### config.mk
export PLATFORM = sky130hd
export DESIGN_NAME = red_carry_resolve
export DESIGN_NICKNAME = d
export VERILOG_FILES = /design/src/rtl/red_carry_resolve_pkg.sv /design/src/rtl/red_limb_add.sv /design/src/rtl/red_carry_resolve.sv
export SDC_FILE = /design/constraint.sdc
export NUM_CORES = 2
export LEC_CHECK = 0
export ABC_AREA = 1
export BUFFER_PORTS_ARGS = -buffer_cell sky130_fd_sc_hd__buf_2
export CAP_MARGIN = 20
export CORE_AREA = 2 2 334 336
export DETAILED_ROUTE_END_ITERATION = 7
export DIE_AREA = 0 0 336 338
export PLACE_DENSITY_LB_ADDON = 0.2
export SLEW_MARGIN = 15
export SYNTH_ARGS = -nofsm -noshare
export SYNTH_HDL_FRONTEND = slang
export SYNTH_SLANG_ARGS = --single-unit
### constraint.sdc
create_clock -name clk -period 10.4 [get_ports clk]
set_input_delay 0.52 -clock clk [delete_from_list [all_inputs] [get_ports clk]]
set_output_delay 0.52 -clock clk [all_outputs]
set_load 0.005 [all_outputs]
### src/rtl/red_carry_resolve_pkg.sv
// Shared parameters for the BN254 redundant-polynomial carry resolver.
//   - limb/carry width defaults (LIMB_W = LEN_12M_TILDE/ADD_DIV, N_LIMB = ADD_DIV)
//   - carry widths of the redundant_poly_L1/L2/L3 representations
//   - result typedef at the default width
//   - FSM state encoding
// No ports; imported by red_carry_resolve.
package red_carry_resolve_pkg;

   localparam int LEN_12M_TILDE = 404;
   localparam int ADD_DIV       = 4;

   // Carry widths of the existing redundant forms L1/L2/L3.
   localparam int L1_CARRY = 1;
   localparam int L2_CARRY = 2;
   localparam int L3_CARRY = 8;

   localparam int DEF_LIMB_W  = LEN_12M_TILDE / ADD_DIV;
   localparam int DEF_N_LIMB  = ADD_DIV;
   localparam int DEF_CARRY_W = L3_CARRY;
   localparam int DEF_OUT_W   = DEF_N_LIMB*DEF_LIMB_W + DEF_CARRY_W + 1;

   typedef logic [DEF_OUT_W-1:0] result_t;

   typedef enum logic [1:0] {
      IDLE = 2'd0,
      PROP = 2'd1,
      SUB  = 2'd2,
      DONE = 2'd3
   } rcr_state_e;

endpackage

### src/rtl/red_limb_add.sv
// red_limb_add: combinational limb adder for the carry resolver.
// Ports:
//   val_i   [LIMB_W-1:0]  limb value
//   carry_i [CARRY_W-1:0] carry field of the limb below (0 for limb 0)
//   p_i     [CARRY_W:0]   propagate from the previous limb
//   sum_o   [LIMB_W-1:0]  low LIMB_W bits of the sum
//   cout_o  [CARRY_W:0]   sum >> LIMB_W
module red_limb_add #(
   parameter int LIMB_W  = 8,
   parameter int CARRY_W = 2
) (
   input  logic [LIMB_W-1:0]  val_i,
   input  logic [CARRY_W-1:0] carry_i,
   input  logic [CARRY_W:0]   p_i,
   output logic [LIMB_W-1:0]  sum_o,
   output logic [CARRY_W:0]   cout_o
);

   // val + carry + p < 2^LIMB_W + 2^(CARRY_W+2), which always fits in
   // LIMB_W+CARRY_W+1 bits, so the carry-out is exactly CARRY_W+1 bits.
   localparam int SW = LIMB_W + CARRY_W + 1;

   logic [SW-1:0] s;

   assign s      = SW'(val_i) + SW'(carry_i) + SW'(p_i);
   assign sum_o  = s[LIMB_W-1:0];
   assign cout_o = s[SW-1:LIMB_W];

endmodule

### src/rtl/red_carry_resolve.sv
// red_carry_resolve: converts a redundant polynomial (per-limb value + carry)
// into its canonical integer, one limb per cycle, with an optional single
// conditional subtraction of SUB_CONST.
// Ports:
//   clk, rst                synchronous active-high reset
//   in_valid / in_ready     input handshake; in_ready only while IDLE
//   in_poly                 N_LIMB limbs of {carry[CARRY_W], val[LIMB_W]}, limb 0 in LSBs
//   out_valid / out_ready   output handshake; out_valid only while DONE
//   out_uint [OUT_W-1:0]    exact value, OUT_W = N_LIMB*LIMB_W + CARRY_W + 1
module red_carry_resolve
   import red_carry_resolve_pkg::*;
#(
   parameter int LIMB_W  = DEF_LIMB_W,
   parameter int N_LIMB  = DEF_N_LIMB,
   parameter int CARRY_W = DEF_CARRY_W,
   parameter int RED_EN  = 0,
   parameter logic [N_LIMB*LIMB_W+CARRY_W:0] SUB_CONST = '0
) (
   input  logic                                  clk,
   input  logic                                  rst,
   input  logic                                  in_valid,
   output logic                                  in_ready,
   input  logic [N_LIMB*(CARRY_W+LIMB_W)-1:0]    in_poly,
   output logic                                  out_valid,
   input  logic                                  out_ready,
   output logic [N_LIMB*LIMB_W+CARRY_W:0]        out_uint
);

   localparam int OUT_W = N_LIMB*LIMB_W + CARRY_W + 1;
   localparam int LW    = CARRY_W + LIMB_W;
   localparam int CNT_W = $clog2(N_LIMB);

   rcr_state_e             state_q, state_d;
   logic [CNT_W-1:0]       cnt_q, cnt_d;
   logic [CARRY_W:0]       p_q, p_d;
   logic [OUT_W-1:0]       res_q, res_d;
   logic [N_LIMB*LW-1:0]   poly_q, poly_d;

   logic [LIMB_W-1:0]      val_a [N_LIMB];
   logic [CARRY_W-1:0]     car_a [N_LIMB];
   logic [LIMB_W-1:0]      cur_val;
   logic [CARRY_W-1:0]     prev_car;
   logic [LIMB_W-1:0]      sum;
   logic [CARRY_W:0]       cout;
   logic [CARRY_W:0]       top_f;
   logic                   last;

   for (genvar j = 0; j < N_LIMB; j++) begin : g_limb
      assign val_a[j] = poly_q[j*LW +: LIMB_W];
      assign car_a[j] = poly_q[j*LW+LIMB_W +: CARRY_W];
   end

   // Limb cnt adds its own value plus the carry field of the limb below,
   // since that carry is weighted 2^LIMB_W relative to its own limb.
   assign cur_val  = val_a[cnt_q];
   assign prev_car = (cnt_q == '0) ? '0 : car_a[cnt_q - 1'b1];
   assign last     = (cnt_q == CNT_W'(N_LIMB-1));

   red_limb_add #(
      .LIMB_W  (LIMB_W),
      .CARRY_W (CARRY_W)
   ) u_add (
      .val_i   (cur_val),
      .carry_i (prev_car),
      .p_i     (p_q),
      .sum_o   (sum),
      .cout_o  (cout)
   );

   // Top field: carry of the highest limb plus the final propagate.
   assign top_f = (CARRY_W+1)'(car_a[N_LIMB-1]) + cout;

   always_comb begin
      state_d = state_q;
      cnt_d   = cnt_q;
      p_d     = p_q;
      res_d   = res_q;
      poly_d  = poly_q;
      case (state_q)
         IDLE: begin
            if (in_valid) begin
               poly_d  = in_poly;
               cnt_d   = '0;
               p_d     = '0;
               state_d = PROP;
            end
         end
         PROP: begin
            for (int j = 0; j < N_LIMB; j++) begin
               if (cnt_q == CNT_W'(j)) res_d[j*LIMB_W +: LIMB_W] = sum;
            end
            p_d   = cout;
            cnt_d = cnt_q + 1'b1;
            if (last) begin
               res_d[N_LIMB*LIMB_W +: CARRY_W+1] = top_f;
               cnt_d   = '0;
               state_d = (RED_EN != 0) ? SUB : DONE;
            end
         end
         SUB: begin
            // One subtraction only: the result is reduced, not fully modded.
            if (res_q >= SUB_CONST) res_d = res_q - SUB_CONST;
            state_d = DONE;
         end
         DONE: begin
            if (out_ready) state_d = IDLE;
         end
         default: state_d = IDLE;
      endcase
   end

   always_ff @(posedge clk) begin
      if (rst) begin
         state_q <= IDLE;
         cnt_q   <= '0;
         p_q     <= '0;
         res_q   <= '0;
         poly_q  <= '0;
      end else begin
         state_q <= state_d;
         cnt_q   <= cnt_d;
         p_q     <= p_d;
         res_q   <= res_d;
         poly_q  <= poly_d;
      end
   end

   assign in_ready  = (state_q == IDLE);
   assign out_valid = (state_q == DONE);
   assign out_uint  = res_q;

endmodule

==> reports/metrics.csv <==
metric;value;unit
grt_use_total;31.4;%
antenna_left;0;
drive_above_1_share;16.6;%
period_minus_slack;6.95;ns
slew_headroom;20.7;%
yosysTopAreaCell;dfxtp_1;
peakVddDrop;0.208;mV
place.gp.congestion;1.02;
area_growth;17.9;%
die_width;336;um
hold_buffers;0;
io_buffers;854;
post_cts_resized;0;
synth_most_common_cell;nor2_1;
fp.coreArea;110000;sq um
initial_core_util;39.4;%
leakagePower;23.4;nW
cts_htree_levels;3;
reg2regPathDepth;31;
fmax;144;MHz
cts_sinks;855;
setup_tns;0;ns
finClkSkew;0.0555;ns
synth_xor_area_share;2.09;%
fp-row-count;122;
drc;0;
nFillCells;11800;
die_y;338;um
critPathMostFrequentCell;nand3_1;
ys.warnings.count;0;
first_iter_violations;4216;
dieArea;114000;sq um
cts-root-buf;clkbuf_16;
ys_types;52;
cp.arrival;7.55;ns
rr_endpoint;out_uint[410];
antenna_found_initial;3;
critPathLaunchType;flip-flop;
fin_nets;7827;
synth_top_area_share;39.5;%
crit_start;cnt_q[0];
synth_fa_ha_area_share;0.716;%
finalWirelength;187000;um
synth_flop_cell;dfxtp_1;
dp_hpwl;146000;um
ys_top_cells_by_area;dfxtp_1, nor2_1, nand2_1;
fin_crit_sh;66.8;%
power.density;233;nW/um^2
viasPerCell;5.18;
synth_compound_area_share;14.3;%
p_total;11.9;mW
path_depth;31;
clk_latency;0.71;ns
synth-async-reset-ratio;0;%
path_clk_slew;0.06;ns
r2r-start;cnt_q[0];
final_cell_count_no_fill;8923;
grt_setup_unrepaired;no;
crit_end;out_uint[410];
r2r_setup_slack;3.45;ns
synthMuxAreaShare;0;%
syn_area;43400;sq um
slowest_stage;dfxtp_4;
drv_slew;0;
num_io_pins;855;
critPathBufInv;3;
timing.final.hold_violations;0;
syn_inst;6753;
status;complete, no violations;
drtPass1Iterations;7;
yosys.area_share.simple;36.2;%
syn_avg_cell_area;6.42;sq um
maxCapViolations;0;
overflow;0;
synth_seq_cells;855;
cp.required;11.00;ns
cpPeakStageDelay;0.66;ns
vias;46200;
clockBufferDepth;3;
wire_per_inst;20.9;um
setup_violations;0;
grt_pass1_vias;41900;
worstSetupPathType;flip-flop to flip-flop;
tightest_slew;1.19;ns
cpLargestDelayFamily;simple AND/OR/NAND/NOR gates;
synth_top_family_by_area;simple AND/OR/NAND/NOR gates;
synth_edf_count;0;
grt_max_degree;268;
tritoncts;done;
dp_cells;8757;
numCtsBuffers;92;
yosysSeqAreaShare;39.5;%
crit_path_end_kind;flip-flop;
hold_class;input port to flip-flop;
cts_setup_buffers;0;
critPathMaxFanout;149;
grt_first_pass_wirelength;269000;um
yosys-top-cells-count;nor2_1, nand2_1, o21ai_0;
[state kept, by name, indices dropped and copies added, names as in the netlist]
name / count
state_q: 2
out_uint: 413
p_q: 2
cnt_q: 2
poly_q: 436
[worst min-delay path by stage]
stage                   to  slack [ns]          from  depth (start not counted)
2_1_floorplan  poly_q[426]        0.43   poly_q[426]                          2
3_3_place_gp   poly_q[426]        0.45   poly_q[426]                          2
3_5_place_dp   poly_q[426]        0.45   poly_q[426]                          2
4_1_cts        poly_q[318]        0.04  in_poly[318]                          3
5_1_grt        poly_q[318]        0.07  in_poly[318]                          3
6_report       poly_q[318]        0.07  in_poly[318]                          3
[per-stage QoR]
step	utilization (%)	hold slack [ns]	worst slack (ns)	area (sq um)
6_report	46.5	0.0691	3.45	51100
4_1_cts	46.4	0.0374	3.38	51100
3_3_place_gp	43.7	0.448	3.62	48000
5_1_grt	46.5	0.0654	2.57	51100
2_1_floorplan	-	0.429	4.18	43400
3_5_place_dp	43.7	0.449	3.40	48000
[worst min-delay path: stages]
cell and delay, ns:
buf_2 0.07, o21ai_0 0.07, nor2_1 0.09
[logic make-up (layout without fill, tap and decap cells)]
family	count (synthesis)	in the layout
compound gates	1218	1218
xor+xnor	93	93
fa+ha+maj	23	23
buf+inv	741	1419
flops	855	855
other cells	1	5
simple gates	3822	3822
[power by group]
part | internal (mW) | switching, mW
Combinational | 1.10 | 3.21
Clock | 1.91 | 1.40
Sequential | 3.94 | 0.355
[metal layers]
metal / vias to the layer above / wire (um) / track usage [%]
met5: - / 0 / 0
met1: 21500 / 83900 / 42.9
met4: 0 / 5630 / 9.42
met3: 248 / 13000 / 5.04
met2: 1658 / 84200 / 51.0
li1: 22800 / - / -
[cells in the final DEF (no fill, tap or decap), types with 4 or more instances in the layout]
cell type	n
xnor2_1	13
nor2_8	5
ha_1	20
nor2_4	20
clkinv_2	8
clkbuf_16	93
o21ai_1	5
dfxtp_1	853
nand3_1	420
clkbuf_8	21
nand4_1	61
o211ai_1	7
inv_1	337
a21oi_2	11
nand2_2	40
nor3_1	15
xor2_2	6
xor2_1	71
nor2_1	1596
nand2_1	1558
buf_2	853
nor2_2	85
a21oi_1	320
buf_4	24
inv_6	6
inv_2	29
clkbuf_1	26
bufinv_16	4
nand3_2	6
o21ai_0	860
o22ai_1	8
[cell type report]
cell class / instances / area, sq um / area share, %
Antenna cell: 3 / 7.51 / 0.0147
Clock buffer: 140 / 2710 / 5.31
Clock inverter: 22 / 344 / 0.673
Inverter: 377 / 1460 / 2.86
Multi-Input combinational cell: 5158 / 23100 / 45.2
Sequential cell: 855 / 17100 / 33.5
Tap cell: 1488 / 1860 / 3.64
Timing Repair Buffer: 880 / 4520 / 8.83
(Power assumes the default switching activity.)
